===== src/rtl/sram_stream_client_pkg.sv =====
// Shared SRAM/pass constants and pass FSM encoding for the Smith-Waterman
// boundary stream client.
package sram_stream_client_pkg;

    localparam int SRAM_WORD_BIT = 8;
    localparam int SRAM_ADDR_BIT = 16;
    localparam int PASS_LEN_BIT  = 11;

    typedef enum logic [1:0] {
        ST_IDLE   = 2'd0,
        ST_RUN    = 2'd1,
        ST_FINISH = 2'd2
    } pass_state_t;

endpackage


===== src/rtl/sw_prefetch_fifo.sv =====
// Small synchronous FIFO with occupancy count; head word is visible
// combinationally. Write-through-on-empty is deliberately not provided.
module sw_prefetch_fifo #(
    parameter int WIDTH = 8,
    parameter int DEPTH = 4,
    localparam int AW = $clog2(DEPTH),
    localparam int CW = AW + 1
) (
    input  logic             clk,
    input  logic             rst,
    input  logic             wr_en,
    input  logic [WIDTH-1:0] wr_data,
    input  logic             rd_en,
    output logic [WIDTH-1:0] rd_data,
    output logic [CW-1:0]    count,
    output logic             full,
    output logic             empty
);

    logic [WIDTH-1:0] mem [DEPTH];
    logic [AW-1:0]    wr_ptr;
    logic [AW-1:0]    rd_ptr;
    logic             do_rd;
    logic             do_wr;

    assign empty   = (count == '0);
    assign full    = (count == CW'(DEPTH));
    assign do_rd   = rd_en && !empty;
    // A write while full is accepted only when the head leaves in the same cycle.
    assign do_wr   = wr_en && (!full || do_rd);
    assign rd_data = mem[rd_ptr];

    always_ff @(posedge clk) begin
        if (do_wr) begin
            mem[wr_ptr] <= wr_data;
        end
    end

    always_ff @(posedge clk) begin
        if (rst) begin
            wr_ptr <= '0;
            rd_ptr <= '0;
            count  <= '0;
        end else begin
            if (do_wr) begin
                wr_ptr <= wr_ptr + AW'(1);
            end
            if (do_rd) begin
                rd_ptr <= rd_ptr + AW'(1);
            end
            if (do_wr && !do_rd) begin
                count <= count + CW'(1);
            end else if (do_rd && !do_wr) begin
                count <= count - CW'(1);
            end
        end
    end

endmodule


===== src/rtl/sram_stream_client.sv =====
// Boundary-PE SRAM client: prefetches the previous pass's column through
// credit-limited read requests and forwards last-PE words as write sends.
module sram_stream_client
    import sram_stream_client_pkg::*;
#(
    parameter int WORD_BIT = SRAM_WORD_BIT,
    parameter int LEN_BIT  = PASS_LEN_BIT,
    parameter int PF_DEPTH = 4
) (
    input  logic                clk,
    input  logic                rst,
    input  logic                i_pass_start,
    input  logic [LEN_BIT-1:0]  i_len,
    input  logic                i_first_pass,
    output logic                o_req,
    input  logic [WORD_BIT-1:0] i_req_data,
    input  logic                i_req_valid,
    output logic                o_send,
    output logic [WORD_BIT-1:0] o_send_data,
    input  logic                i_pop,
    output logic [WORD_BIT-1:0] o_data,
    output logic                o_data_valid,
    input  logic                i_push,
    input  logic [WORD_BIT-1:0] i_push_data,
    output logic                o_busy,
    output logic                o_done,
    output logic                o_err
);

    localparam int CW = $clog2(PF_DEPTH) + 1;

    pass_state_t         state;
    logic [LEN_BIT-1:0]  len_r;
    logic [LEN_BIT-1:0]  rd_cnt;
    logic [LEN_BIT-1:0]  wr_cnt;
    logic [LEN_BIT-1:0]  issued;
    logic                first_r;
    logic [CW-1:0]       outstanding;
    logic [CW-1:0]       fifo_count;
    logic                fifo_full;
    logic                fifo_empty;
    logic [WORD_BIT-1:0] fifo_head;
    logic [CW:0]         credit_used;
    logic                fifo_wr;
    logic                pop_ok;
    logic                push_ok;
    logic                req_go;

    // Returned words with nothing outstanding are protocol errors and are dropped.
    assign fifo_wr      = i_req_valid && (outstanding != '0) && (!fifo_full || pop_ok);
    assign o_data_valid = first_r ? ((state == ST_RUN) && (rd_cnt != len_r)) : !fifo_empty;
    assign o_data       = (o_data_valid && !first_r) ? fifo_head : '0;
    assign pop_ok       = i_pop && o_data_valid;
    assign push_ok      = i_push && (state == ST_RUN) && (wr_cnt != len_r);
    // Words in flight count against FIFO space so returns can never overflow it.
    assign credit_used  = {1'b0, fifo_count} + {1'b0, outstanding};
    assign req_go       = (state == ST_RUN) && !first_r && (issued != len_r) &&
                          (credit_used < (CW+1)'(PF_DEPTH));

    sw_prefetch_fifo #(
        .WIDTH (WORD_BIT),
        .DEPTH (PF_DEPTH)
    ) u_prefetch (
        .clk     (clk),
        .rst     (rst),
        .wr_en   (fifo_wr),
        .wr_data (i_req_data),
        .rd_en   (pop_ok && !first_r),
        .rd_data (fifo_head),
        .count   (fifo_count),
        .full    (fifo_full),
        .empty   (fifo_empty)
    );

    always_ff @(posedge clk) begin
        if (rst) begin
            state       <= ST_IDLE;
            len_r       <= '0;
            rd_cnt      <= '0;
            wr_cnt      <= '0;
            issued      <= '0;
            first_r     <= 1'b0;
            outstanding <= '0;
            o_req       <= 1'b0;
            o_send      <= 1'b0;
            o_send_data <= '0;
            o_busy      <= 1'b0;
            o_done      <= 1'b0;
            o_err       <= 1'b0;
        end else begin
            o_req       <= req_go;
            outstanding <= outstanding + CW'(req_go) - CW'(fifo_wr);
            if (req_go) begin
                issued <= issued + LEN_BIT'(1);
            end
            if (pop_ok) begin
                rd_cnt <= rd_cnt + LEN_BIT'(1);
            end
            o_send <= push_ok;
            if (push_ok) begin
                o_send_data <= i_push_data;
                wr_cnt      <= wr_cnt + LEN_BIT'(1);
            end
            if ((i_req_valid && outstanding == '0) || (i_pop && !o_data_valid) ||
                (i_push && !push_ok) || (i_pass_start && state != ST_IDLE)) begin
                o_err <= 1'b1;
            end
            o_done <= 1'b0;
            case (state)
                ST_IDLE: begin
                    if (i_pass_start) begin
                        state   <= ST_RUN;
                        o_busy  <= 1'b1;
                        len_r   <= (i_len == '0) ? LEN_BIT'(1) : i_len;
                        first_r <= i_first_pass;
                        rd_cnt  <= '0;
                        wr_cnt  <= '0;
                        issued  <= '0;
                    end
                end
                ST_RUN: begin
                    if (rd_cnt == len_r && wr_cnt == len_r && outstanding == '0) begin
                        state  <= ST_FINISH;
                        o_done <= 1'b1;
                    end
                end
                ST_FINISH: begin
                    state  <= ST_IDLE;
                    o_busy <= 1'b0;
                end
                default: state <= ST_IDLE;
            endcase
        end
    end

endmodule


===== config.mk =====
export PLATFORM = sky130hd
export DESIGN_NAME = sram_stream_client
export DESIGN_NICKNAME = d
export VERILOG_FILES = /design/src/rtl/sram_stream_client_pkg.sv /design/src/rtl/sw_prefetch_fifo.sv /design/src/rtl/sram_stream_client.sv
export SDC_FILE = /design/constraint.sdc
export NUM_CORES = 1
export LEC_CHECK = 0
export CAP_MARGIN = 20
export CORE_MARGIN = 5
export CORE_UTILIZATION = 55
export DETAILED_ROUTE_END_ITERATION = 8
export PLACE_DENSITY = 0.76
export SLEW_MARGIN = 25
export SYNTH_ARGS = -nofsm -noshare
export SYNTH_HDL_FRONTEND = slang
export SYNTH_SLANG_ARGS = --single-unit
export TNS_END_PERCENT = 10

===== constraint.sdc =====
create_clock -name clk -period 4.7 [get_ports clk]
set_clock_uncertainty 0.05 [all_clocks]
set_input_delay 0.47 -clock clk [delete_from_list [all_inputs] [get_ports clk]]
set_output_delay 0.47 -clock clk [all_outputs]
set_load 0.005 [all_outputs]

# After elaboration in Yosys (flattened, before gate mapping)
# Memories as Yosys holds them, arrays and structs flattened. A register that Yosys moved wholly into a read port is not among the register bits.
# Cells that the tools add are included.
# word_totals
reg_bits	70
ramBits	32
input_bits	34
output_inout_bits	22
elab_cells	108
n_memories	1
# classes
add_sub_neg	10
order_cmp	1
n_eq_ne	10
mux	24
bitwise_logic	1
n_reduce_logical	45
# mem_list
memory	words	width	rd	rd_ports_with_merged_regs	wr	line	source
u_prefetch.mem	4	8	1	1	1	sw_prefetch_fifo.sv:20	logic [WIDTH-1:0] mem [DEPTH];
# op_table
cell	n
two-way mux 11 bit	10
adder 11 x 1 -> 11 bit (second input constant)	3
inequality test 11 bit	3
equality test 11 bit	2
logical AND 1 bit	21
zero test 11 bit	1
two-way mux 2 bit	4
two-way mux 8 bit	1
zero test 1 bit	7
zero test 3 bit	2
two-way mux 3 bit	2
AND reduction 2 bit	3
nonzero test 2 bit	3
logical OR 1 bit	5
two-way mux 1 bit	5
adder 2 x 1 -> 2 bit (second input constant)	2
adder 3 x 3 -> 4 bit	1
less-than comparator 4 x 3 -> 1 bit (second input constant)	1
one-hot mux 2 bit (2 select lines)	1
adder 3 x 1 -> 3 bit	1
adder 3 x 1 -> 3 bit (second input constant)	1
equality test 3 bit (second input constant)	1
nonzero test 3 bit	1
subtractor 3 x 1 -> 3 bit	1
9 further kinds	9

# Longest topological paths before layout
# Gate-level depths: netlist (run 1).
# depth
ltp_word	12
mapped_depth	14
mapped_depth_nobuf	11

# Hierarchy
# Synthesis (run 1) repeated with hierarchy kept, for this count alone.
# hier_totals
hier_cells	503
area_unflattened_um2	5019.8
# by_module_without_submodules
mod	n_inst	cells_each	area_per_inst_um2	seq_area_each_um2
sram_stream_client	1	413	3387.0	1261.2
sw_prefetch_fifo	1	90	1632.8	1141.1

# Worst setup path before layout (run 1)
# OpenSTA, ideal clock, no wires.
# synth_path
path_kind	register to register
startpoint	register rd_cnt[2]
endpoint	register outstanding[2]
setup_time_ns	0.128
t_arrival_ns	2.649
required_ns	4.522
setup_slack_ns	1.874
stages_incl_launch_ff	15
n_path_buf	3
synth_period_minus_slack_ns	2.826
path_cell_list	dfxtp_1 -> buf_2 -> xnor2_1 -> o2111ai_1 -> o311ai_1 -> buf_2 -> buf_4 -> a31oi_1 -> ha_1 -> inv_1 -> ha_1 -> fa_1 -> xnor2_1 -> xnor2_1 -> nor2_1
# synth_via
elab_chain_len	7
# synth_lines
item	line	source
start: declaration	sram_stream_client.sv:34	logic [LEN_BIT-1:0] rd_cnt;
start signal: assignment	sram_stream_client.sv:97	rd_cnt <= rd_cnt + LEN_BIT'(1);
inequality test 11 bit	sram_stream_client.sv:51	assign o_data_valid = first_r ? ((state == ST_RUN) && (rd_cnt != len_r)) : !fifo_empty;
logical AND 1 bit	sram_stream_client.sv:51	
two-way mux 1 bit	sram_stream_client.sv:51	
logical AND 1 bit	sram_stream_client.sv:53	assign pop_ok = i_pop && o_data_valid;
logical OR 1 bit	sram_stream_client.sv:50	assign fifo_wr = i_req_valid && (outstanding != '0) && (!fifo_full || pop_ok);
logical AND 1 bit	sram_stream_client.sv:50	
subtractor 3 x 1 -> 3 bit	sram_stream_client.sv:92	outstanding <= outstanding + CW'(req_go) - CW'(fifo_wr);
end signal: assignment	sram_stream_client.sv:92	
end: declaration	sram_stream_client.sv:38	logic [CW-1:0] outstanding;
# No other way between the ends.
# A chain may end at the register's enable or synchronous reset.

# Final worst setup path (run 1)
# layout_path
startpoint	register u_prefetch.count[2]
endpoint	register outstanding[2]
# layout_via
elab_chain_len	7
word_cells_on_any_way	13
cone_classes	add/sub (3); order compare (1); eq/ne (1); mux (1); reduce/logical (7)
# layout_lines
item	line	source
start: declaration	sw_prefetch_fifo.sv:15	output logic [CW-1:0] count,
start signal: assignment	sw_prefetch_fifo.sv:52	count <= count + CW'(1);
start signal: assignment	sw_prefetch_fifo.sv:54	count <= count - CW'(1);
branches (longest 6 deep; another with adder 3 x 3 -> 4 bit)	n/a	
subtractor 3 x 1 -> 3 bit (*)	sram_stream_client.sv:92	
# Every way passes the cells marked *.

==> results of run 1 <==
-- through the flow --
stage          util [%]  std cells  setup WS, ns  area [sq um]  hold WS, ns
2_1_floorplan         -        491          1.87          4900        0.408
3_3_place_gp       63.3        633          1.65          5520        0.411
3_5_place_dp       63.3        633          1.49          5520        0.419
4_1_cts            65.6        649          1.61          5720        0.435
5_1_grt            65.6        649          1.36          5720        0.456
6_report           65.6        649          1.61          5720        0.438
-- sequential cells by signal, indices dropped and copies added (netlist names), 2 cells and up, named ones only --
name	flops
outstanding	3
o_send_data	8
u_prefetch.rd_ptr	2
u_prefetch.count	3
u_prefetch.wr_ptr	2
len_r	11
issued	11
rd_cnt	11
u_prefetch.mem	32
state	2
wr_cnt	11
-- critical path, delay by kind of cell, from the launching register on --
| kind | cells | cell delay (ns) |
|---|---|---|
| AND/OR/NAND/NOR | 4 | 0.94 |
| flip-flops | 1 | 0.45 |
| buffers and inverters | 1 | 0.04 |
| XOR/XNOR | 2 | 0.34 |
| adder cells (fa/ha/maj) | 4 | 1.16 |
-- power by group through the flow --
stage | Clock (uW) | Combinational, uW | Sequential, uW
finish | 584 | 649 | 1110
global route | 633 | 725 | 1120
CTS | 594 | 655 | 1110
detailed placement | 0 | 650 | 1130
global placement | 0 | 633 | 1120
floorplan | 0 | 451 | 1090
-- synth_stat cells, types with 2 or more instances --
cell      number
a21oi_1       42
a31oi_1        7
a41o_1         3
and2_1         6
and3_1        17
and4_1         2
buf_2          4
clkbuf_1      18
dfxtp_1       72
edfxtp_1      32
fa_1           2
ha_1          12
inv_1         12
mux2i_1       10
mux4_2         8
nand2_1       41
nand2b_1       3
nand3_1       26
nand4_1       12
nor2_1        24
nor2b_1        3
nor3_1        11
nor4_1         9
o21ai_0       21
o31ai_1        9
or3_1         17
or4_1          9
xnor2_1       15
xor2_1        27
-- cell type report --
type / count / area, sq um
well taps: 108 / 135
clock inverters: 7 / 82.6
multi-input cells: 350 / 2350
inverters: 12 / 45.0
repair buffers: 59 / 581
clock buffers: 9 / 124
fillers: 711 / 3000
flip-flops and latches: 104 / 2400
-- layer usage --
layer / wire length [um] / vias to the layer above / track usage [%]
met5: 0 / - / 0
met4: 161 / 0 / 6.38
met3: 635 / 12 / 3.85
met2: 5490 / 115 / 34.0
met1: 4820 / 1836 / 27.9
li1: - / 1889 / -
-- kinds of logic (layout without fill, tap and decap cells) --
logic type               count (synthesis)  in the layout  share of synthesized area, %
AND/OR/NAND/NOR                        186            186                          20.2
adder cells (fa/ha/maj)                 14             14                          3.88
flip-flops                             104            104                          49.0
multiplexers                            18             18                          5.71
XOR/XNOR                                42             42                          7.50
AO/OA/AOI/OAI                           90             90                          10.6
buffers and inverters                   37             87                          3.16
-- worst paths after layout --
check / startpoint / end / slack [ns]
max reg2reg: u_prefetch.count[2] / outstanding[2] / 1.61
max: u_prefetch.count[2] / outstanding[2] / 1.61
min reg2reg: o_send_data[4] / o_send_data[4] / 0.44
min: o_send_data[4] / o_send_data[4] / 0.44
==> results.md, run 1 <==
* Largest net degree at the start of global routing at 48
* H-tree depth at 3
* Slew Limit Fails at 0
* Core Area at 0.00872 sq mm
* Post-layout minimum cycle time at 3.09 ns
* Netlist Area Pre-Place at between 0.004 and 0.005 sq mm
* CTS resizes at 0
* Dpl hpwl at a little under 8 mm
* Yosys cell types at 46
* Clock transition at the registers of the reported paths at roughly 0.1 ns
* Vias per cell at ~6
* IO Count at 56
* Buffers on Ports at 55
* CTS sink cnt at 104
* Mean Syn Cell Area at roughly 10 sq um
* Synth top area share at 29.4%
* Clk_lat worst skew at between 0.3 and 0.4 ns
* Switching power at roughly 740 uW
* Fin. Hold Viols at 0
* Setup TNS at 0 ns
* Hold depth at 2
* P_int at 1600 uW
* Antenna violations before repair at 0
* Sequential area share after synthesis at 49.0%
* Post-synth ARST share at 0%
* Crit-path max FO at 11
* Most frequent cell on the critical path: ha_1
* Max VDD drop at 0.321 mV
* CP max stage delay at between 0.4 and 0.5 ns
* Outcome: finished, final reports clean
* Area growth, synth to finish at 16.7%
* DR WL/cell at 17.1 um
* Clock power share at 25.0%
* CP Class: flop to flop
* Global-route wire length before repair at 18.5 mm
* Routability Congestion at 0.867
* Final antenna-violating net count at 0
* CTS Buf Count at 9
* Most frequent cells in the layout: dfxtp_1, clkdlybuf4s50_1, a21oi_1
* PD cells at 409 mW/mm^2
* DRT Pass-1 Iters at 4
* Cell taking the most area after synthesis: dfxtp_1
* Post-CTS setup buffers at 0
* Ys Warns at 0
* Sequential Power Share at around 47%
* Die Span Y at between 100 and 150 um
* Crit path DAT at 3.30 ns
* Vias in the first global route at between 3,000 and 4,000
* Startpoint types: flop
* Sw frac at 31.8%
* Gr usage total at 20.8%
* Hold WC Path Type: flop to flop
* EDFF count, synth at 32
* Grt ovf at 0
* 1st-iter DRT viols at about 260
* Maximum operating frequency at 324 MHz
* CP required at 4.91 ns
* Via count at 3,852
* Final worst-path cycle share at 65.8%
* Worst-path cell chain: ha_1, nor4_1, and3_1, nand2_1, ha_1, inv_1, ha_1, fa_1, xnor2_1, xnor2_1, nor2_1
* Most common cell after layout, fill and taps aside: dfxtp_1
* CTS Hold Bufs at 0
* Slowest stage cell, crit path: and3_1
* R2R depth at 11
* Max_cap viols at 0
* RSZ-0062 raised after global routing: false
* CTS root buffer: clkbuf_8
* Nets at around 580
* Main synth FF type: dfxtp_1
* Crit. End Element: flop
* Initial core utilization at 56.2%
* Worst slew margin at 42.7%
* Fraction of layout cells with a size suffix above 1 at 5.91%
* Longest Clk Path Bufs at 2
* DIE AREA at about 0.011 sq mm
* WL final at 11.1 mm
* Leak at about 0.0021 uW
* Diodes inserted at 0
* # DRC at 0
* Cell row count at 34
* CTS tree: done
* Overall power at roughly 2300 uW
* Worst-margin pin slew at 0.860 ns
* Final setup viols at 0
* Die Wd at 104 um
* Syn Nets at 539
* Combinational fraction of design power at ~28%
* Syn Inst Count at approximately 500
* FF+latch count, synth at 104
* Area contributors post-synth: dfxtp_1, edfxtp_1, xor2_1
Power figures use the tool's default switching activity.
==> run 2, diff against run 1 <==
clock period = 2.9 ns   (was 4.7 ns; I/O delays follow)
==> run 2 against run 1 <==
Compared with the run above:
- clock power up 68%
- hold slack worse by 0.020 ns
- non-clock buffer count up 13
- critical path depth unchanged
- worst setup slack worse by 1.4 ns
==> results.md, run 2 (synthesized netlist as in run 1, its figures left out) <==
* Most common cell after layout, fill and taps aside: dfxtp_1
* Final antenna-violating net count at 0
* DRT Pass-1 Iters at 4
* Final setup viols at 0
* Worst R2R Start: rd_cnt[3]
* CTS sink cnt at about 100
* Fillcell total at 701
* Grt ovf at 0
* Worst-margin pin slew at 0.550 ns
* RSZ-0062 raised after global routing: false
* Max_cap viols at 0
* CTS root buffer: clkbuf_8
* Clk_lat worst skew at 0.38 ns
* Setup TNS at 0 ns
* Initial core utilization at 56.2%
* Overall power at between 3000 and 4000 uW
* IO Count at 56
* R2R depth at 11
* Final Util at roughly two thirds
* Gr usage total at 21.3%
* Startpoint types: flop
* Buffers on Ports at between 50 and 60
* WHS at 0.418 ns
* Diodes inserted at 0
* Via count at 4,001
* Core Area at 0.00872 sq mm
* DIE AREA at 0.0109 sq mm
* Die Wd at 104 um
* Vias in the first global route at 3,952
* Longest Clk Path Bufs at 2
* Max VDD drop at 0.500 mV
* Area occupied by multi-input gates at 0.00237 sq mm
* Fraction of layout cells with a size suffix above 1 at 8.84%
* Largest net degree at the start of global routing at between 40 and 50
* 1st-iter DRT viols at between 150 and 200
* Final worst-path cycle share at roughly 93%
* Fin. Hold Viols at 0
* Area growth, synth to finish at 19.2%
* Cell row count at 34
* Register area at 0.00240 sq mm
* Crit. End Element: flop
* Reg2reg setup slack at 0.20 ns
* Global-route wire length before repair at 19.2 mm
* CP Launch Point: rd_cnt[3]
* Antenna violations before repair at 0
* PD cells at 669 mW/mm^2
* Largest register FFs at 32
* Setup ws final at 0.196 ns
* Largest Register: u_prefetch.mem
* H-tree depth at 3
* # DRC at 0
* Slew Limit Fails at 0
* Worst slew margin at 63.3%
* Dpl hpwl at around 8.4 mm
* Critical R2R Capture: outstanding[2]
* Die Span Y at between 100 and 150 um
* Routability Congestion at 0.867
* Leak at 0.00222 uW
* Vias per cell at 6.04
* Outcome: finished, final reports clean
* Clock transition at the registers of the reported paths at 0.11 ns
* WL final at 11.6 mm
* Maximum operating frequency at 370 MHz
* CTS tree: done
* CP Class: flop to flop
* Crit-path max FO at 7
* Post-layout minimum cycle time at 2.70 ns
* Most frequent cells in the layout: dfxtp_1, clkdlybuf4s50_1, a21oi_1
* Setup WS pre-CTS at ~0.15 ns
* CP required at 3.11 ns
* Nets at 597
* Setup crit end: outstanding[2]
* Crit path DAT at 2.91 ns
* CTS Buf Count at 9
* Hold WC Path Type: input port to flop
* DR WL/cell at 17.5 um
[run 2: area by class of cell]
cell class / count / share of cell area (%)
multi-input combinational: 350 / 40.5
inverter: 12 / 0.770
timing repair buffer: 72 / 11.6
tap: 108 / 2.31
clock inverter: 7 / 1.65
clock buffer: 9 / 2.12
sequential: 104 / 41.1
[run 2: through the flow]
step,instance area [sq um],cells
floorplan,4900,491
global placement,5620,646
detailed placement,5620,646
CTS,5840,662
global route,5850,662
finish,5850,662
[run 2: routing by layer]
| layer | vias to the layer above | GRT usage [%] | wire length, um | share of wire, % |
|---|---|---|---|---|
| met1 | 1962 | 27.9 | 5050 | 43 |
| met5 | - | 0 | 0 | 0 |
| li1 | 1910 | - | - | - |
| met3 | 24 | 4.16 | 539 | 4.6 |
| met4 | 0 | 6.94 | 219 | 1.9 |
| met2 | 105 | 35.3 | 5800 | 50 |
[run 2: what timing repair did]
action / CTS / global route
gates resized for setup: 0 / 3
hold buffers: 0 / 0
setup endpoints to repair: 0 / 1
setup buffers: 0 / 0
[run 2: critical path, cell delays in order (launching register included)]
cell and delay (ns):
dfxtp_1 0.45, xnor2_1 0.16, nand4_1 0.19, o311ai_2 0.37, a31oi_1 0.13, ha_1 0.28
inv_1 0.04, ha_1 0.18, fa_1 0.38, xnor2_1 0.17, xnor2_1 0.14, nor2_1 0.05
[run 2: report_power, final]
part	switching (uW)	internal (uW)	total, uW
Sequential	137	1650	1780
Clock	556	428	983
Combinational	564	578	1140
Total	1260	2650	3910
[run 2: worst min-delay path by stage]
stage,endpoint,depth (start not counted),slack (ns),startpoint
final,o_send_data[7],3,0.42,i_push_data[7]
after floorplan,u_prefetch.mem[0][0],0,0.34,i_req_data[0]
after global placement,o_send_data[0],2,0.41,o_send_data[0]
after CTS,o_send_data[7],3,0.40,i_push_data[7]
after detailed placement,o_send_data[4],2,0.42,o_send_data[4]
after global routing,o_send_data[7],3,0.42,i_push_data[7]
